## config.mk

```make
export PLATFORM = sky130hd
export DESIGN_NAME = ft_tx_sched
export DESIGN_NICKNAME = d
export VERILOG_FILES = /design/src/rtl/ft_tx_sched.sv
export SDC_FILE = /design/constraint.sdc
export NUM_CORES = 1
export LEC_CHECK = 0
export CORE_MARGIN = 8
export CORE_UTILIZATION = 52
export DETAILED_ROUTE_END_ITERATION = 10
export PLACE_DENSITY = 0.78
export SLEW_MARGIN = 20
export SYNTH_ARGS = -nofsm -noshare
export SYNTH_HDL_FRONTEND = slang
export SYNTH_SLANG_ARGS = --single-unit
```

## constraint.sdc

```tcl
create_clock -name clk_i -period 8 [get_ports clk_i]
set_input_delay 1.2 -clock clk_i [delete_from_list [all_inputs] [get_ports clk_i]]
set_output_delay 1.2 -clock clk_i [all_outputs]
set_load 0.05 [all_outputs]
```

## src/rtl/ft_tx_sched.sv

```systemverilog
// FT245 synchronous-FIFO transmit scheduler: buffers FFT bins and serialises each
// into an 8-byte packet with a 0xF sync nibble, honouring TXE# backpressure and suspend.
module ft_tx_sched #(
    parameter int unsigned FIFO_DEPTH = 16,
    parameter int unsigned IDX_WIDTH  = 10,
    parameter int unsigned DATA_WIDTH = 25,
    parameter int unsigned FRAME_LEN  = 1024,
    parameter bit          FLUSH_EN   = 1'b1
) (
    input  logic                          clk_i,
    input  logic                          rst_n,
    input  logic                          en_i,
    input  logic                          word_valid_i,
    input  logic [IDX_WIDTH-1:0]          idx_i,
    input  logic [DATA_WIDTH-1:0]         re_i,
    input  logic [DATA_WIDTH-1:0]         im_i,
    input  logic                          ft_txe_n_i,
    input  logic                          ft_suspend_n_i,
    output logic [7:0]                    ft_data_o,
    output logic                          ft_data_oe_o,
    output logic                          ft_wr_n_o,
    output logic                          ft_siwua_n_o,
    output logic                          overflow_o,
    output logic [$clog2(FIFO_DEPTH):0]   fifo_level_o,
    output logic [15:0]                   pkt_ctr_o
);

    localparam int unsigned AW        = $clog2(FIFO_DEPTH);
    localparam int unsigned LVL_W     = AW + 1;
    localparam int unsigned WORD_W    = IDX_WIDTH + 2 * DATA_WIDTH;
    localparam int unsigned PKT_W     = WORD_W + 4;
    localparam int unsigned NBYTES    = PKT_W / 8;
    localparam int unsigned BCNT_W    = $clog2(NBYTES);
    localparam logic [BCNT_W-1:0] LAST_BYTE = BCNT_W'(NBYTES - 1);
    localparam logic [IDX_WIDTH-1:0] LAST_IDX = IDX_WIDTH'(FRAME_LEN - 1);

    typedef enum logic [1:0] {
        S_IDLE,
        S_LOAD,
        S_SEND,
        S_FLUSH
    } state_e;

    logic [WORD_W-1:0] mem_q [FIFO_DEPTH];
    logic [AW-1:0]     wr_ptr_q;
    logic [AW-1:0]     rd_ptr_q;
    logic [LVL_W-1:0]  level_q;
    logic              overflow_q;

    state_e            state_q;
    logic [PKT_W-1:0]  sreg_q;
    logic [BCNT_W-1:0] byte_q;
    logic              last_q;
    logic [7:0]        data_q;
    logic              wr_n_q;
    logic              oe_q;
    logic              siwua_n_q;
    logic [15:0]       pkt_ctr_q;

    logic              fifo_empty;
    logic              fifo_full;
    logic              pop;
    logic              push;
    logic              accept;
    logic [WORD_W-1:0] head_word;
    logic [PKT_W-1:0]  pkt_word;

    assign fifo_empty = (level_q == '0);
    assign fifo_full  = (level_q == LVL_W'(FIFO_DEPTH));
    assign pop        = (state_q == S_LOAD);
    // A full FIFO still takes a word when the same edge pops one.
    assign push       = word_valid_i && (!fifo_full || pop);
    assign head_word  = mem_q[rd_ptr_q];
    assign pkt_word   = {4'hF, head_word};
    assign accept     = !wr_n_q && !ft_txe_n_i;

    always_ff @(posedge clk_i) begin
        if (push) begin
            mem_q[wr_ptr_q] <= {idx_i, re_i, im_i};
        end
    end

    // FIFO pointers, occupancy and sticky drop flag.
    always_ff @(posedge clk_i) begin
        if (!rst_n) begin
            wr_ptr_q   <= '0;
            rd_ptr_q   <= '0;
            level_q    <= '0;
            overflow_q <= 1'b0;
        end else begin
            if (push) begin
                wr_ptr_q <= wr_ptr_q + AW'(1);
            end
            if (pop) begin
                rd_ptr_q <= rd_ptr_q + AW'(1);
            end
            unique case ({push, pop})
                2'b10:   level_q <= level_q + LVL_W'(1);
                2'b01:   level_q <= level_q - LVL_W'(1);
                default: level_q <= level_q;
            endcase
            if (word_valid_i && !push) begin
                overflow_q <= 1'b1;
            end
        end
    end

    // Packet FSM; bus outputs are registered alongside the state.
    always_ff @(posedge clk_i) begin
        if (!rst_n) begin
            state_q   <= S_IDLE;
            sreg_q    <= '0;
            byte_q    <= '0;
            last_q    <= 1'b0;
            data_q    <= 8'h00;
            wr_n_q    <= 1'b1;
            oe_q      <= 1'b0;
            siwua_n_q <= 1'b1;
            pkt_ctr_q <= 16'h0000;
        end else begin
            unique case (state_q)
                S_IDLE: begin
                    wr_n_q    <= 1'b1;
                    oe_q      <= 1'b0;
                    siwua_n_q <= 1'b1;
                    if (!fifo_empty && en_i && ft_suspend_n_i) begin
                        state_q <= S_LOAD;
                    end
                end
                S_LOAD: begin
                    sreg_q  <= pkt_word;
                    data_q  <= pkt_word[PKT_W-1 -: 8];
                    byte_q  <= '0;
                    last_q  <= (head_word[WORD_W-1 -: IDX_WIDTH] == LAST_IDX);
                    wr_n_q  <= !ft_suspend_n_i;
                    oe_q    <= ft_suspend_n_i;
                    state_q <= S_SEND;
                end
                S_SEND: begin
                    if (accept && (byte_q == LAST_BYTE)) begin
                        pkt_ctr_q <= pkt_ctr_q + 16'd1;
                        wr_n_q    <= 1'b1;
                        oe_q      <= 1'b0;
                        if (last_q && FLUSH_EN) begin
                            siwua_n_q <= 1'b0;
                            state_q   <= S_FLUSH;
                        end else if (!fifo_empty && en_i) begin
                            state_q <= S_LOAD;
                        end else begin
                            state_q <= S_IDLE;
                        end
                    end else begin
                        // Suspend drops the strobe but keeps the byte for re-presentation.
                        if (accept) begin
                            sreg_q <= {sreg_q[PKT_W-9:0], 8'h00};
                            data_q <= sreg_q[PKT_W-9 -: 8];
                            byte_q <= byte_q + BCNT_W'(1);
                        end
                        wr_n_q <= !ft_suspend_n_i;
                        oe_q   <= ft_suspend_n_i;
                    end
                end
                S_FLUSH: begin
                    siwua_n_q <= 1'b1;
                    wr_n_q    <= 1'b1;
                    oe_q      <= 1'b0;
                    state_q   <= S_IDLE;
                end
                default: begin
                    state_q <= S_IDLE;
                end
            endcase
        end
    end

    assign ft_data_o    = data_q;
    assign ft_data_oe_o = oe_q;
    assign ft_wr_n_o    = wr_n_q;
    assign ft_siwua_n_o = siwua_n_q;
    assign overflow_o   = overflow_q;
    assign fifo_level_o = level_q;
    assign pkt_ctr_o    = pkt_ctr_q;

endmodule

```

==> PnR_summary.wiki, run 1 <==
{| class="wikitable"
! Metric !! Value
|-
| Status || finished, final reports clean
|-
| Clock tree sinks || ~1100
|-
| Crit path capture type || flip-flop
|-
| Worst reg2reg startpoint || state_q[1]
|-
| Unrepaired setup endpoints after global routing || false
|-
| Vertical die dimension || between 200 and 300 um
|-
| Number of core rows || a little over 100
|-
| Most frequently used cell type in the post-synthesis netlist || sky130_fd_sc_hd__edfxtp_1
|-
| Global-route congestion overflow total || 0
|-
| Multiplexer area fraction after synthesis || between 10% and 20%
|-
| Final Util || between 50% and 60%
|-
| Ranking of synthesized cells by area || sky130_fd_sc_hd__edfxtp_1, sky130_fd_sc_hd__mux4_2, sky130_fd_sc_hd__dfxtp_1, sky130_fd_sc_hd__mux2i_1, sky130_fd_sc_hd__nor2_1
|-
| Gate count after technology mapping || about 1900
|-
| Number of vias in the routed layout || a little under 20000
|-
| Final weighted congestion of routability-driven global placement || between 0.7 and 0.8
|-
| Combinational family with the most area after synthesis || multiplexers
|-
| DRC violation count after routing || 0
|-
| Initial core utilization || 52.6%
|-
| IR Drop Worst-Case VDD || 0.000270 V
|-
| CTS Buf Count || approximately 100
|-
| Area share of the leading cell type in the synthesized netlist || 70.8%
|-
| Antenna violations before repair || 3
|-
| Detail Route Antenna Nets || 0
|-
| Clock tree from TritonCTS || built
|-
| Biggest area consumer among synthesized cells || sky130_fd_sc_hd__edfxtp_1
|-
| Die Footprint || about 0.09 mm2
|-
| Crit path max-delay cell type || sky130_fd_sc_hd__nor2_4
|-
| Critical Path AT || between 4 and 5 ns
|-
| Compound-Gate Fraction of Synth Area || approximately 1.9%
|-
| CP required || 8.28 ns
|-
| Setup crit start || state_q[1]
|-
| Count of routing violations after the opening detailed-route iteration || approximately 2300
|-
| Combined flip-flop and latch cell area || approximately 0.031 mm2
|-
| Final setup skew || roughly 0.036 ns
|-
| Largest fanout on the critical path || 37
|-
| Wire length of the first global-routing pass || around 140000 um
|-
| Count of fill cells added during filler insertion || around 5200
|-
| Number of flip-flops and latches in the synthesized netlist || between 1000 and 1500
|-
| Final period demand of the worst path || ~4 ns
|-
| Count of nets after finishing || 2105
|-
| Area delta synth->final || 13.7%
|-
| Port Buffers || 98
|-
| Prevailing post-synth register cell || sky130_fd_sc_hd__edfxtp_1
|-
| Clock latency on the worst-skew pair || about 0.67 ns
|-
| Leak Pwr || approximately 14 nW
|-
| Kind of critical path || reg2reg
|-
| Commonest cells in the netlist || sky130_fd_sc_hd__edfxtp_1, sky130_fd_sc_hd__mux4_2, sky130_fd_sc_hd__dfxtp_1
|-
| Maximum count of clock buffers along a single path || 3
|-
| Clk Tree Root Cell || sky130_fd_sc_hd__clkbuf_16
|-
| Simple-gate share of the synthesized area || 2.47%
|-
| Total non-filler cell area in the finished layout || 0.0463 mm2
|-
| Total negative slack || 0 ns
|-
| Worst-case headroom to the max-slew limit || around 24%
|-
| Top-level I/O count || 99
|-
| Cell area after placement || approximately 0.043 mm2
|-
| Clock transition at the register clock pins on the worst setup and hold paths after CTS || 0.06 ns
|-
| Number of buffers inserted for hold repair after clock tree synthesis || 0
|-
| Top routing layer in use || met5
|-
| Resized cells post-CTS || 0
|-
| Final setup vio count || 0
|-
| Total power density per cell area || ~300 mW/mm2
|-
| Total length of routed met3 wires || ~7400 um
|-
| Number of enable-type register cells in the synthesized netlist || 960
|-
| Maximum number of pins on one net before global-route repair || approximately 110
|-
| Synthesized-area fraction occupied by adder cells || 0.461%
|-
| Routed WL per cell || a little under 30 um
|-
| Number of setup buffers added after CTS || 0
|-
| Die width || roughly 300 um
|-
| Startpoint of the worst hold path || ft_siwua_n_o
|-
| Type of the most critical hold path || reg2reg
|-
| Post-Route M1 WL || 33600 um
|-
| Slew Limit Fails || 0
|-
| Maximum level of the CTS H-tree || 3
|-
| Post-Synthesis Net Count || between 1500 and 2000
|-
| Max-capacitance violation count || 0
|-
| CP bufs+invs || 2
|-
| Ordered list of cells on the worst path || inv_1 -> ha_1 -> or3b_1 -> and2_1 -> nand2_1 -> nor2_4 -> buf_4
|-
| Fraction of the cycle the final worst path needs || between 40 and 50%
|-
| Final wirelength || 91400 um
|-
| Aggregate global-route resource usage || 21.1%
|-
| Share of final-layout standard cells stronger than drive strength 1 || about 24%
|-
| Startpoint types || flip-flop
|-
| Async set or reset register ratio after synthesis || 0%
|-
| Post-detailed-route via-to-cell ratio || between 6 and 7
|-
| Detailed-routed wire length on met2 || roughly 47000 um
|-
| YS warnings || 0
|-
| Max Clk Rate || between 200 and 300 MHz
|-
| Total iterations of the first detailed-routing run || 8
|-
| Combined area of the multi-input logic cells || slightly above 0.009 mm2
|-
| Detail Placement HPWL || approximately 48000 um
|-
| Fin. Hold Viols || 0
|-
| Floorplan core area || 0.0775 mm2
|-
| Sequential element share of the synthesized area || between 70 and 80%
|-
| Max incr delay on CP || ~0.87 ns
|-
| Cell family with the largest share of critical-path delay || simple AND/OR/NAND/NOR gates
|-
| Number of different library cells in the post-synthesis netlist || 46
|-
| Avg Cell Area, Syn || ~21 um2
|-
| Vias in the first global route || about 21000
|-
| Summed instance area of the synthesized netlist || about 0.04 mm2
|-
| Slew of the pin with the lowest slew margin || around 1.1 ns
|-
| Xor and xnor fraction of the mapped netlist area || 0.495%
|}
[final timing paths]
path | endpoint | slack [ns] | depth (start not counted)
min reg2reg | ft_siwua_n_o | 0.47 | 1
min | ft_siwua_n_o | 0.47 | 1
max reg2reg | mem_q[12][55] | 4.01 | 7
max | mem_q[12][55] | 4.01 | 7
[per-stage QoR]
stage	cells	total power, mW	hold slack [ns]	setup slack, ns
after global placement	2959	9.01	0.443	3.68
after floorplan	1896	8.42	0.431	1.78
after CTS	3153	13.9	0.475	4.08
final	3156	13.8	0.472	4.01
after detailed placement	2959	9.08	0.460	3.61
after global routing	3153	14.2	0.499	3.92
[layer usage]
layer / track usage (%) / vias up
li1: - / 8136
met1: 26.8 / 10385
met2: 36.9 / 1055
met3: 3.72 / 172
met4: 6.92 / 4
met5: 0 / -
[cell families (layout without fill, tap and decap cells)]
kind of cell / Yosys count / count (layout)
flops: 1067 / 1067
mux: 333 / 333
simple gates: 205 / 205
compound gates: 137 / 137
buf+inv: 116 / 333
xor+xnor: 23 / 23
fa+ha+maj: 15 / 15
other cells: 0 / 3
[final cells by class]
type,count,share of cell area (%)
Antenna cell,3,0.0162
Sequential cell,1067,66.9
Tap cell,1040,2.81
Multi-Input combinational cell,713,20.1
Clock buffer,129,6.14
Inverter,8,0.0649
Clock inverter,65,1.21
Timing Repair Buffer,131,2.74
[registers in the layout (all words and copies together) (netlist names), named ones only]
register      count
byte_q            3
fifo_level_o      5
ft_data_o         8
ft_data_oe_o      1
ft_siwua_n_o      1
ft_wr_n_o         1
last_q            1
mem_q           960
overflow_o        1
pkt_ctr_o        16
rd_ptr_q          4
sreg_q           56
state_q           2
wr_ptr_q          4
[where the power goes]
part	total, mW	internal [mW]	switching, mW
combinational	2.46	1.16	1.30
sequential	6.51	6.32	0.182
clock	4.82	2.75	2.07
[worst reg2reg max path: cells and delay by family, from the launching register on]
| kind | cells | cell delay, ns |
|---|---|---|
| adder cells (fa/ha/maj) | 1 | 0.47 |
| flip-flops | 1 | 0.36 |
| AND/OR/NAND/NOR | 4 | 1.89 |
| buffers and inverters | 2 | 0.86 |
[layout by cell type, fill, tap and decap left out, drive strengths merged, types with 12 or more instances in the layout]
master         instances
xor2                  17
nand2b                13
nand2                 36
buf                   33
clkinv                53
a22oi                 15
ha                    15
o21ai                 51
mux2i                 40
dfxtp                107
nor3                  27
clkbuf               129
nand3b                17
nand3                 12
a21oi                 52
clkdlybuf4s50         98
edfxtp               960
mux4                 293
nor2                  72
No activity file was read; power rests on OpenSTA's default activity.
==> run 2: changes to the inputs <==
Clock period 8 ns to 3.72 ns, I/O delays scaled along.
==> run 2 against run 1 <==
  * Utilization rose by 0.82 points
  * Clock skew fell by 0.015 ns
  * Critical path type unchanged
  * Clock power rose by 130%
  * Largest cell class unchanged
  * Non-clock buffer count rose by 25
  * Sequential power rose by 120%
  * Maximum frequency rose by 15%
  * Sequential share of layout area fell by 0.90 points
  * Worst setup slack got worse by 3.8 ns
  * Via count barely moved
  * Combinational power rose by 120%
  * Clock-buffer cell count fell by 7
  * Design area rose by 1.4%
==> PnR_summary.wiki, run 2 (same netlist as run 1, synthesis figures left out) <==
{| class="wikitable"
! Metric !! Value
|-
| Worst-case hold slack || between 0.4 and 0.5 ns
|-
| IR Drop Worst-Case VDD || 0.000496 V
|-
| Flip-flop count of the largest register, all copies and words added || between 900 and 1000
|-
| Aggregate global-route resource usage || between 20% and 30%
|-
| Worst reg2reg startpoint || fifo_level_o[1]
|-
| Maximum number of pins on one net before global-route repair || just over 60
|-
| Startpoint types || flip-flop
|-
| CP required || roughly 4.3 ns
|-
| Number of setup buffers added after CTS || 0
|-
| Port Buffers || 98
|-
| DRC violation count after routing || 0
|-
| Share of final-layout standard cells stronger than drive strength 1 || approximately a quarter
|-
| Worst-case headroom to the max-slew limit || between 20 and 30%
|-
| Initial core utilization || approximately 53%
|-
| Number of buffers inserted for hold repair after clock tree synthesis || 0
|-
| Detail Route Antenna Nets || 0
|-
| Startpoint of the worst hold path || sreg_q[4]
|-
| Antenna violations before repair || 8
|-
| Met1 Track Usage GR || about 28%
|-
| Count of nets after finishing || 2129
|-
| Most flop-heavy register || mem_q
|-
| Maximum level of the CTS H-tree || 3
|-
| Power after layout || roughly 30 mW
|-
| Floorplan core area || 0.0775 mm2
|-
| Type of the most critical hold path || reg2reg
|-
| Slew of the pin with the lowest slew margin || 1.08 ns
|-
| CTS Buf Count || between 100 and 150
|-
| Die Footprint || slightly below 0.09 mm2
|-
| Met3 demand-to-capacity share in global routing || around 4.5%
|-
| Clk Tree Root Cell || sky130_fd_sc_hd__clkbuf_16
|-
| Final period demand of the worst path || between 3 and 4 ns
|-
| Status || finished, final reports clean
|-
| CP bufs+invs || 1
|-
| Clock tree from TritonCTS || built
|-
| Setup crit start || fifo_level_o[1]
|-
| Kind of critical path || reg2reg
|-
| Highest-count cells in the layout ignoring fill and taps || sky130_fd_sc_hd__edfxtp_1, sky130_fd_sc_hd__mux4_2, sky130_fd_sc_hd__clkbuf_16, sky130_fd_sc_hd__dfxtp_1, sky130_fd_sc_hd__clkdlybuf4s50_1
|-
| Post-detailed-route via-to-cell ratio || around 6.2
|-
| Commonest non-fill, non-tap cell in the layout || sky130_fd_sc_hd__edfxtp_1
|-
| Final setup vio count || 0
|-
| Fraction of the cycle the final worst path needs || 93.4%
|-
| Resized cells post-CTS || 0
|-
| Number of vias in the routed layout || between 15000 and 20000
|-
| Final setup skew || 0.0213 ns
|-
| Clock tree sinks || approximately 1100
|-
| Cell family with the largest share of critical-path delay || simple AND/OR/NAND/NOR gates
|-
| Area delta synth->final || 15.2%
|-
| Max-capacitance violation count || 0
|-
| Clock transition at the register clock pins on the worst setup and hold paths after CTS || 0.06 ns
|-
| Count of routing violations after the opening detailed-route iteration || between 2000 and 2500
|-
| Crit path max-delay cell type || sky130_fd_sc_hd__or4_1
|-
| Maximum count of clock buffers along a single path || 3
|-
| Met2 capacity usage during global routing || between 30 and 40%
|-
| Leak Pwr || ~14 nW
|-
| Number of core rows || 102
|-
| Vias in the first global route || slightly above 20000
|-
| Slew Limit Fails || 0
|-
| Unrepaired setup endpoints after global routing || false
|-
| Routed WL per cell || between 20 and 30 um
|-
| Final Util || around 60%
|-
| Total iterations of the first detailed-routing run || 7
|-
| Fin. Hold Viols || 0
|-
| Ordered list of cells on the worst path || or4_1 -> or3b_1 -> and2_1 -> inv_1 -> ha_1 -> xor2_1 -> ha_1 -> a21boi_0 -> o22a_1 -> a21oi_1 -> xor2_1 -> or3_1 -> a21oi_1
|-
| Final weighted congestion of routability-driven global placement || 0.759
|-
| Max incr delay on CP || between 0.5 and 0.6 ns
|-
| Busiest metal layer after global routing || met2
|-
| Total power density per cell area || 645 mW/mm2
|-
| Largest fanout on the critical path || 9
|-
| Final wirelength || ~93000 um
|-
| Max Clk Rate || between 200 and 300 MHz
|-
| Global-route congestion overflow total || 0
|-
| Detail Placement HPWL || 47400 um
|-
| Top-level I/O count || between 90 and 100
|-
| Wire length of the first global-routing pass || around 140000 um
|-
| Critical Path AT || 4.05 ns
|-
| Clock latency on the worst-skew pair || about 0.66 ns
|-
| Crit path capture type || flip-flop
|-
| Vertical die dimension || about 300 um
|-
| Die width || between 200 and 300 um
|}
run 2: cell count changes in the layout (fill, tap and decap cells not counted), sizes merged:
cell and delta:
clkinv -11, clkinvlp +4, buf +25, diode +2, inv -1, bufinv +11, clkbuf -7
run 2: power breakdown:
| group | switching [mW] | internal, mW | leakage, nW |
|---|---|---|---|
| registers | 0.376 | 13.6 | 9.55 |
| logic | 2.78 | 2.61 | 3.07 |
| clock network | 4.40 | 6.51 | 1.74 |
| total | 7.55 | 22.7 | 14.4 |
run 2: layer usage:
| metal | up-vias | part of all wire [%] |
|---|---|---|
| met4 | 6 | 3.0 |
| met3 | 180 | 8.3 |
| met1 | 10462 | 38 |
| met5 | - | 0.044 |
| met2 | 923 | 51 |
| li1 | 8183 | - |
run 2: final cells by class:
type | instances | area (um2)
repair buffers | 156 | 1700
multi-input cells | 713 | 9320
well taps | 1040 | 1300
diodes | 5 | 12.5
inverters | 8 | 30.0
flip-flops and latches | 1067 | 31000
clock buffers | 122 | 2740
clock inverters | 68 | 830
fillers | 5146 | 30500
run 2: worst paths after layout:
path,depth (start not counted),slack [ns],end
worst min-delay path,2,0.47,sreg_q[4]
worst max register to register,13,0.24,fifo_level_o[4]
worst max-delay path,13,0.24,fifo_level_o[4]
worst min register to register,2,0.47,sreg_q[4]
run 2: worst min-delay path, cell delays in order, from the launching register on:
cell and delay, ns:
sky130_fd_sc_hd__dfxtp_1 0.31, sky130_fd_sc_hd__nand2_1 0.05, sky130_fd_sc_hd__a21oi_1 0.06
run 2: metrics by stage:
step,std cells,TNS (ns),setup WS [ns],cell area [um2]
3_3_place_gp,2984,0,0.342,43300
5_1_grt,3177,0,0.0276,46900
2_1_floorplan,1896,-584.18,-0.823,40700
4_1_cts,3174,0,0.263,46900
6_report,3179,0,0.244,46900
3_5_place_dp,2984,0,0.295,43300
